==> config.mk <==
export PLATFORM = sky130hd
export DESIGN_NAME = pipeline_ctrl
export DESIGN_NICKNAME = d
export VERILOG_FILES = /design/src/rtl/pipeline_ctrl.sv
export SDC_FILE = /design/constraint.sdc
export NUM_CORES = 1
export LEC_CHECK = 0
export CAP_MARGIN = 15
export CORE_ASPECT_RATIO = 0.5
export CORE_MARGIN = 2
export CORE_UTILIZATION = 49
export CTS_CLUSTER_DIAMETER = 120
export CTS_CLUSTER_SIZE = 12
export DETAILED_ROUTE_END_ITERATION = 16
export GPL_ROUTABILITY_DRIVEN = 0
export GPL_TIMING_DRIVEN = 0
export PLACE_DENSITY_LB_ADDON = 0.15
export SYNTH_ARGS = -nofsm -noshare
export SYNTH_HDL_FRONTEND = slang
export SYNTH_SLANG_ARGS = --single-unit
export TNS_END_PERCENT = 5
==> constraint.sdc <==
create_clock -name clk -period 2.83 [get_ports clk]
set_input_delay 0.566 -clock clk [delete_from_list [all_inputs] [get_ports clk]]
set_output_delay 0.566 -clock clk [all_outputs]
set_load 0.1 [all_outputs]
==> src/rtl/pipeline_ctrl.sv <==
`default_nettype none
// ============================================================================
// Module      : pipeline_ctrl
// Description : Run/step/halt controller for a five-stage pipeline. Drives the
//               stage-register enables, the IF/ID flush and the ID/EX bubble,
//               handles load-use stalls and taken-branch flushes, and drains
//               in-flight instructions for DRAIN_CYCLES cycles after a HALT
//               before parking in HALTED. Counts active cycles (saturating).
// Ports       : clk             - clock, all state on rising edge
//               i_rst           - synchronous active-high reset
//               i_run           - level, start continuous execution from IDLE
//               i_step          - pulse, execute exactly one cycle from IDLE
//               i_halt_instr    - HALT decoded in ID this cycle
//               i_load_use      - load-use hazard this cycle
//               i_flush_req     - taken jump/branch resolved in ID this cycle
//               o_pc_en .. o_mem_wb_en - stage register enables
//               o_if_id_flush   - clear IF/ID to NOP on next edge
//               o_id_ex_bubble  - load NOP control into ID/EX on next edge
//               o_halted        - high in HALTED
//               o_busy          - high in RUN, STEP or DRAIN
//               o_cycle_cnt     - saturating active-cycle count (registered)
// Revision    : 1.0 - initial release
// ============================================================================
module pipeline_ctrl #(
  parameter int NB_CNT       = 32,
  parameter int DRAIN_CYCLES = 4
) (
  input  logic              clk,
  input  logic              i_rst,
  input  logic              i_run,
  input  logic              i_step,
  input  logic              i_halt_instr,
  input  logic              i_load_use,
  input  logic              i_flush_req,
  output logic              o_pc_en,
  output logic              o_if_id_en,
  output logic              o_id_ex_en,
  output logic              o_ex_mem_en,
  output logic              o_mem_wb_en,
  output logic              o_if_id_flush,
  output logic              o_id_ex_bubble,
  output logic              o_halted,
  output logic              o_busy,
  output logic [NB_CNT-1:0] o_cycle_cnt
);

  // Drain counter holds DRAIN_CYCLES-1 down to 0; at least one bit wide so
  // DRAIN_CYCLES=1 still elaborates.
  localparam int DCW = (DRAIN_CYCLES > 1) ? $clog2(DRAIN_CYCLES) : 1;
  localparam logic [DCW-1:0] DRAIN_LOAD = DCW'(DRAIN_CYCLES - 1);

  localparam logic [2:0] S_IDLE   = 3'd0;
  localparam logic [2:0] S_RUN    = 3'd1;
  localparam logic [2:0] S_STEP   = 3'd2;
  localparam logic [2:0] S_DRAIN  = 3'd3;
  localparam logic [2:0] S_HALTED = 3'd4;

  logic [2:0]     state;
  logic [2:0]     state_next;
  logic [DCW-1:0] drain_cnt;
  logic [DCW-1:0] drain_cnt_next;

  // State register, drain counter and active-cycle counter.
  always_ff @(posedge clk) begin
    if (i_rst) begin
      state       <= S_IDLE;
      drain_cnt   <= '0;
      o_cycle_cnt <= '0;
    end else begin
      state     <= state_next;
      drain_cnt <= drain_cnt_next;
      // Saturate at all-ones instead of wrapping.
      if (o_busy && (o_cycle_cnt != '1)) begin
        o_cycle_cnt <= o_cycle_cnt + NB_CNT'(1);
      end
    end
  end

  // Next-state logic.
  always_comb begin
    state_next     = state;
    drain_cnt_next = drain_cnt;
    case (state)
      S_IDLE: begin
        if (i_run) begin
          state_next = S_RUN;
        end else if (i_step) begin
          state_next = S_STEP;
        end
      end
      S_RUN, S_STEP: begin
        // A load-use stall masks the HALT; the HALT is re-decoded once the
        // stall clears. A stalled STEP still consumes the step.
        if (!i_load_use && i_halt_instr) begin
          state_next     = S_DRAIN;
          drain_cnt_next = DRAIN_LOAD;
        end else if (state == S_STEP) begin
          state_next = S_IDLE;
        end
      end
      S_DRAIN: begin
        if (drain_cnt == '0) begin
          state_next = S_HALTED;
        end else begin
          drain_cnt_next = drain_cnt - DCW'(1);
        end
      end
      S_HALTED: begin
        state_next = S_HALTED;
      end
      default: begin
        state_next     = S_IDLE;
        drain_cnt_next = '0;
      end
    endcase
  end

  // Output logic.
  always_comb begin
    o_pc_en        = 1'b0;
    o_if_id_en     = 1'b0;
    o_id_ex_en     = 1'b0;
    o_ex_mem_en    = 1'b0;
    o_mem_wb_en    = 1'b0;
    o_if_id_flush  = 1'b0;
    o_id_ex_bubble = 1'b0;
    o_halted       = 1'b0;
    o_busy         = 1'b0;
    case (state)
      S_RUN, S_STEP: begin
        o_busy      = 1'b1;
        o_id_ex_en  = 1'b1;
        o_ex_mem_en = 1'b1;
        o_mem_wb_en = 1'b1;
        if (i_load_use) begin
          // Freeze PC and IF/ID, inject a bubble behind the load.
          o_id_ex_bubble = 1'b1;
        end else if (i_halt_instr) begin
          // Stop fetching; the HALT itself moves on down the pipe.
          o_pc_en    = 1'b0;
          o_if_id_en = 1'b0;
        end else begin
          o_pc_en       = 1'b1;
          o_if_id_en    = 1'b1;
          o_if_id_flush = i_flush_req;
        end
      end
      S_DRAIN: begin
        o_busy         = 1'b1;
        o_id_ex_en     = 1'b1;
        o_ex_mem_en    = 1'b1;
        o_mem_wb_en    = 1'b1;
        o_id_ex_bubble = 1'b1;
      end
      S_HALTED: begin
        o_halted = 1'b1;
      end
      default: begin
      end
    endcase
  end

endmodule
`default_nettype wire
### After elaboration in Yosys (flattened, before gate mapping)

Index checks and enable logic that the tools add are counted.

| cells by class | value |
|---|---|
| equality and inequality tests | 10 |
| mux-type cells | 19 |
| add/sub/neg operators | 2 |
| reduce and logical (&&, ||, !) cells | 10 |
| bitwise logic cells | 1 |

Operator list:

| cell | count |
|---|---|
| adder 32 x 1 -> 32 bit (second input constant) | 1 |
| != test 32 bit (second input constant) | 1 |
| 2-to-1 mux 3 bit | 5 |
| case mux 3 bit (4 select lines) | 1 |
| 2-to-1 mux 1 bit | 9 |
| == test 3 x 2 -> 1 bit (second input constant) | 2 |
| != test 2 bit (second input constant) | 3 |
| != test 3 bit (second input constant) | 2 |
| case mux 2 bit (3 select lines) | 1 |
| AND reduction 3 bit | 2 |
| 2-to-1 mux 2 bit | 2 |
| OR reduction 2 bit | 2 |
| == test 3 x 1 -> 1 bit (second input constant) | 1 |
| == test 3 bit (second input constant) | 1 |
| logical NOT 3 bit | 1 |
| OR reduction 3 bit | 1 |
| logical AND 1 bit | 2 |
| logical NOT 2 bit | 1 |
| case mux 1 bit (2 select lines) | 1 |
| subtractor 2 x 1 -> 2 bit (second input constant) | 1 |
| logical NOT 1 bit | 1 |
| NOT 1 bit | 1 |

| word-level totals | value |
|---|---|
| register bits after elaboration | 37 |
| logic and storage cells | 45 |
| output and inout port bits | 41 |

### Logic depth before layout (Yosys ltp)

Gate-level depths: netlist of the first run.

| logic depth | value |
|---|---|
| word-level depth | 4 |
| mapped depth | 9 |
| mapped depth without buffers | 7 |

### Worst setup path before layout of the first run

No wires, ideal clock.

| timing path | value |
|---|---|
| path kind | reg2out |
| start | register state[1] |
| end | output o_if_id_flush |
| cell stages (with the launch flop) | 6 |
| setup slack | -2.593 ns |
| data required time | 2.264 ns |
| path buffers | 2 |
| arrival | 4.857 ns |
| path through | dfxtp_1 > clkbuf_1 > clkbuf_1 > xnor2_1 > nor4_1 > and2_1 |

| on the way | value |
|---|---|
| cells in the longest elaborated chain, start to end | 3 |

RTL lines:

| element | line | source |
|---|---|---|
| start, declared | 58 | `logic [2:0] state;` |
| start signal, assigned | 70 | `state <= state_next;` |
| == test 3 x 2 -> 1 bit or == test 3 x 1 -> 1 bit (tied branches) | 129 | `case (state)` |
| OR reduction 2 bit * | 129 |  |
| 2-to-1 mux 1 bit * | 129 |  |
| end, declared | 40 | `output logic o_if_id_flush,` |

Every way passes the cells marked *; elsewhere a longest branch is shown, timed or not.

### Final worst setup path of the first run

| timing path | value |
|---|---|
| start | register state[2] |
| end | output o_ex_mem_en |

| on the way | value |
|---|---|
| cells in the longest elaborated chain, start to end | 3 |

RTL lines:

| element | line | source |
|---|---|---|
| == test 3 x 2 -> 1 bit or == test 3 x 1 -> 1 bit (tied branches) | 129 |  |
| OR reduction 3 bit (no line) * | - |  |
| 2-to-1 mux 1 bit * | 129 |  |
| end, declared | 38 | `output logic o_ex_mem_en,` |

Marks and branches as above.

==> impl_metrics.env, run 1 <==
export IMPL_start_kind="register"
export IMPL_ys_seq_area_frac=0.374
export IMPL_yosysUniqueCellTypes=42
export IMPL_final_nets=304
export IMPL_slew_violations=0
export IMPL_pin_count=48
export IMPL_max_clock_freq_ghz=0.357
export IMPL_dpl_hpwl_mm=3.69
export IMPL_crit_required_ns=2.26
export IMPL_vias=2056
export IMPL_antenna_found_initial=0
export IMPL_hold_depth=2
export IMPL_status="finished, final reports clean"
export IMPL_synth_xor_area_share=0.0753
export IMPL_reg2reg_depth=6
export IMPL_netlist_instances=242
export IMPL_wl_per_cell_um=14.8
export IMPL_synth_ff_type="dfxtp_1"
export IMPL_track_usage=0.235
export IMPL_cts_buffers=5
export IMPL_initial_core_util=0.509
export IMPL_std_cell_rows=16
export IMPL_synth_mux_area_frac=0.0152
export IMPL_area_growth_pct=31.1
export IMPL_synth_top_family_by_area="simple AND/OR/NAND/NOR gates"
export IMPL_overflow=0
export IMPL_synth_async_reset_ratio=0
export IMPL_num_antenna_cells=0
export IMPL_fin_skew_ns=0.00720
export IMPL_ctsHtreeMaxLevel=2
export IMPL_grt_pass1_vias=1884
export IMPL_syn_cell_area_um2=1980
export IMPL_grt_pass1_wl_mm=8.58
export IMPL_drv_cap=0
export IMPL_period_share=0.991
export IMPL_via_per_inst=5.89
export IMPL_nFillCells=349
export IMPL_critPathKind="register to output port"
export IMPL_synth_simple_area_share=0.270
export IMPL_grt_start_max_net_pins=11
export IMPL_synth_compound_area_frac=0.199
export IMPL_ys_warn_count=0
export IMPL_portBuffers=46
export IMPL_syn_avg_cell_area_um2=8.17
export IMPL_finalSetupViolCount=0
export IMPL_worst_pin_slew_ns=1.01
export IMPL_syn_num_nets=251
export IMPL_drive_gt1_frac=0.0949
export IMPL_cts_sinks=37
export IMPL_insertion_delay_ns=0.29
export IMPL_hold_viol=0
export IMPL_min_period_ns=2.80
export IMPL_core_um2=3880
export IMPL_die_h_um=48.9
export IMPL_utilization=0.668
export IMPL_rsz0062_at_grt="yes"
export IMPL_drc=0
export IMPL_ys_seq_elements=37
export IMPL_hp_class="register to register"
export IMPL_cts_hold_buf=0
export IMPL_mostFrequentLayoutCells="dfxtp_1, clkdlybuf4s50_1, nor2_1, a21oi_1, xnor2_1"
export IMPL_arrival_ns=2.24
export IMPL_finalWirelength_mm=5.15
export IMPL_firstDrtPassIters=4
export IMPL_cts_tree="done"
export IMPL_dr_first_iter_drc_count=107
export IMPL_clk_path_buf_depth=2
export IMPL_cp_end_kind="output port"
export IMPL_path_max_fanout=9
export IMPL_cts_root_buf="clkbuf_8"
export IMPL_irDropWorstVdd_mv=0.602
export IMPL_cts_clk_slew_worst_paths_ns=0.07
export IMPL_synth_adder_area_share=0.0127
export IMPL_synth_edf_count=0
export IMPL_setup_tns_ns=0
export IMPL_powerDensity_nw_per_um2=545
export IMPL_die_area_um2=4590
export IMPL_relSlewSlack=0.323
export IMPL_p_leak_nw=0.811
export IMPL_ant_nets=0
export IMPL_die_width_um=93.9
-- layout make-up --
class | instances | area (um^2) | share of cell area
multi-input combinational | 181 | 1150 | 0.444
sequential | 37 | 741 | 0.286
buffer | 15 | 72.6 | 0.0280
timing repair buffer | 46 | 439 | 0.169
inverter | 9 | 33.8 | 0.0130
tap | 54 | 67.6 | 0.0261
clock buffer | 7 | 86.3 | 0.0333
-- synth_stat cells, types with 2 or more instances --
library cell | count | area [um^2]
dfxtp_1 | 37 | 741
nor2_1 | 24 | 90.1
a21oi_1 | 23 | 115
xnor2_1 | 15 | 131
nand2_1 | 12 | 45.0
nand3_1 | 12 | 60.1
o21ai_0 | 12 | 60.1
clkbuf_1 | 10 | 37.5
nand4_1 | 10 | 62.6
inv_1 | 9 | 33.8
or3_1 | 8 | 50.1
a211oi_1 | 7 | 52.6
o31ai_1 | 6 | 45.0
or4_1 | 6 | 45.0
and4_1 | 4 | 35.0
buf_4 | 4 | 30.0
nor3_1 | 4 | 20.0
nor4_1 | 4 | 25.0
a2111oi_0 | 3 | 26.3
and3_1 | 3 | 18.8
mux2i_1 | 3 | 30.0
a31oi_1 | 2 | 12.5
ha_1 | 2 | 25.0
nor4_2 | 2 | 25.0
o2111ai_1 | 2 | 17.5
xor2_1 | 2 | 17.5
-- worst max-delay path, cell delays in order (launching register included) --
cell and delay, ns:
dfxtp_1 0.31, clkbuf_1 0.32, inv_1 0.17, o21ai_1 0.25, inv_1 0.26, buf_4 0.20, clkdlybuf4s15_2 0.45
-- sequential cells by signal, summed over array words and instances (netlist names) --
| name | flops |
|---|---|
| drain_cnt | 2 |
| o_cycle_cnt | 32 |
| state | 3 |
-- cells by family after synthesis --
family,Yosys count
AND/OR/NAND/NOR,96
AO/OA/AOI/OAI,63
flip-flops,37
buffers and inverters,24
XOR/XNOR,17
multiplexers,3
adder cells (fa/ha/maj),2
-- path summary, 6_finish.rpt --
kind | slack, ns | from | endpoint
worst max-delay path | 0.03 | state[2] | o_ex_mem_en
worst min-delay path | 0.50 | drain_cnt[1] | drain_cnt[1]
worst max register to register | 0.27 | o_cycle_cnt[20] | o_cycle_cnt[20]
worst min register to register | 0.50 | drain_cnt[1] | drain_cnt[1]
-- routing by layer --
metal  routed length (um)  vias to the layer above  global-route usage
li1                     -                     1007                   -
met1                 2450                      988               0.310
met2                 2370                       56               0.380
met3                  284                        5              0.0587
met4                   46                        0              0.0749
met5                    0                        -                   0
-- per-stage QoR --
stage | hold WS [ns] | power, mW | cell area [um^2] | setup slack (ns) | std cells
CTS | 0.498 | 1.42 | 2600 | -0.0634 | 349
finish | 0.499 | 1.41 | 2590 | 0.0264 | 349
global placement | 0.484 | 1.05 | 2530 | -0.430 | 342
detailed placement | 0.483 | 1.06 | 2530 | -0.448 | 342
global route | 0.544 | 1.47 | 2590 | -0.172 | 349
floorplan | 0.460 | 0.957 | 2000 | -0.442 | 242
-- what timing repair did --
item | 4_1_cts | 5_1_grt
setup buffers | 0 | 0
resized for setup | 27 | 6
setup endpoints to repair | 9 | 6
-- where the power goes --
| part | internal [mW] | leakage (nW) | switching, mW |
|---|---|---|---|
| combinational | 0.119 | 0.468 | 0.367 |
| clock | 0.193 | 0.0443 | 0.181 |
| sequential | 0.539 | 0.299 | 0.0141 |
| total | 0.851 | 0.811 | 0.562 |
No activity file was read; power rests on OpenSTA's default activity.
==> run 2, diff against run 1 <==
--- a/config.mk
+++ b/config.mk
@@ -15,7 +15,8 @@
 export GPL_ROUTABILITY_DRIVEN = 0
 export GPL_TIMING_DRIVEN = 0
 export PLACE_DENSITY_LB_ADDON = 0.15
+export SLEW_MARGIN = 20
 export SYNTH_ARGS = -nofsm -noshare
 export SYNTH_HDL_FRONTEND = slang
 export SYNTH_SLANG_ARGS = --single-unit
-export TNS_END_PERCENT = 5
+export TNS_END_PERCENT = 1
==> results of run 2 <==
The final DEF is identical to that of run 1; final timing and power are the same.
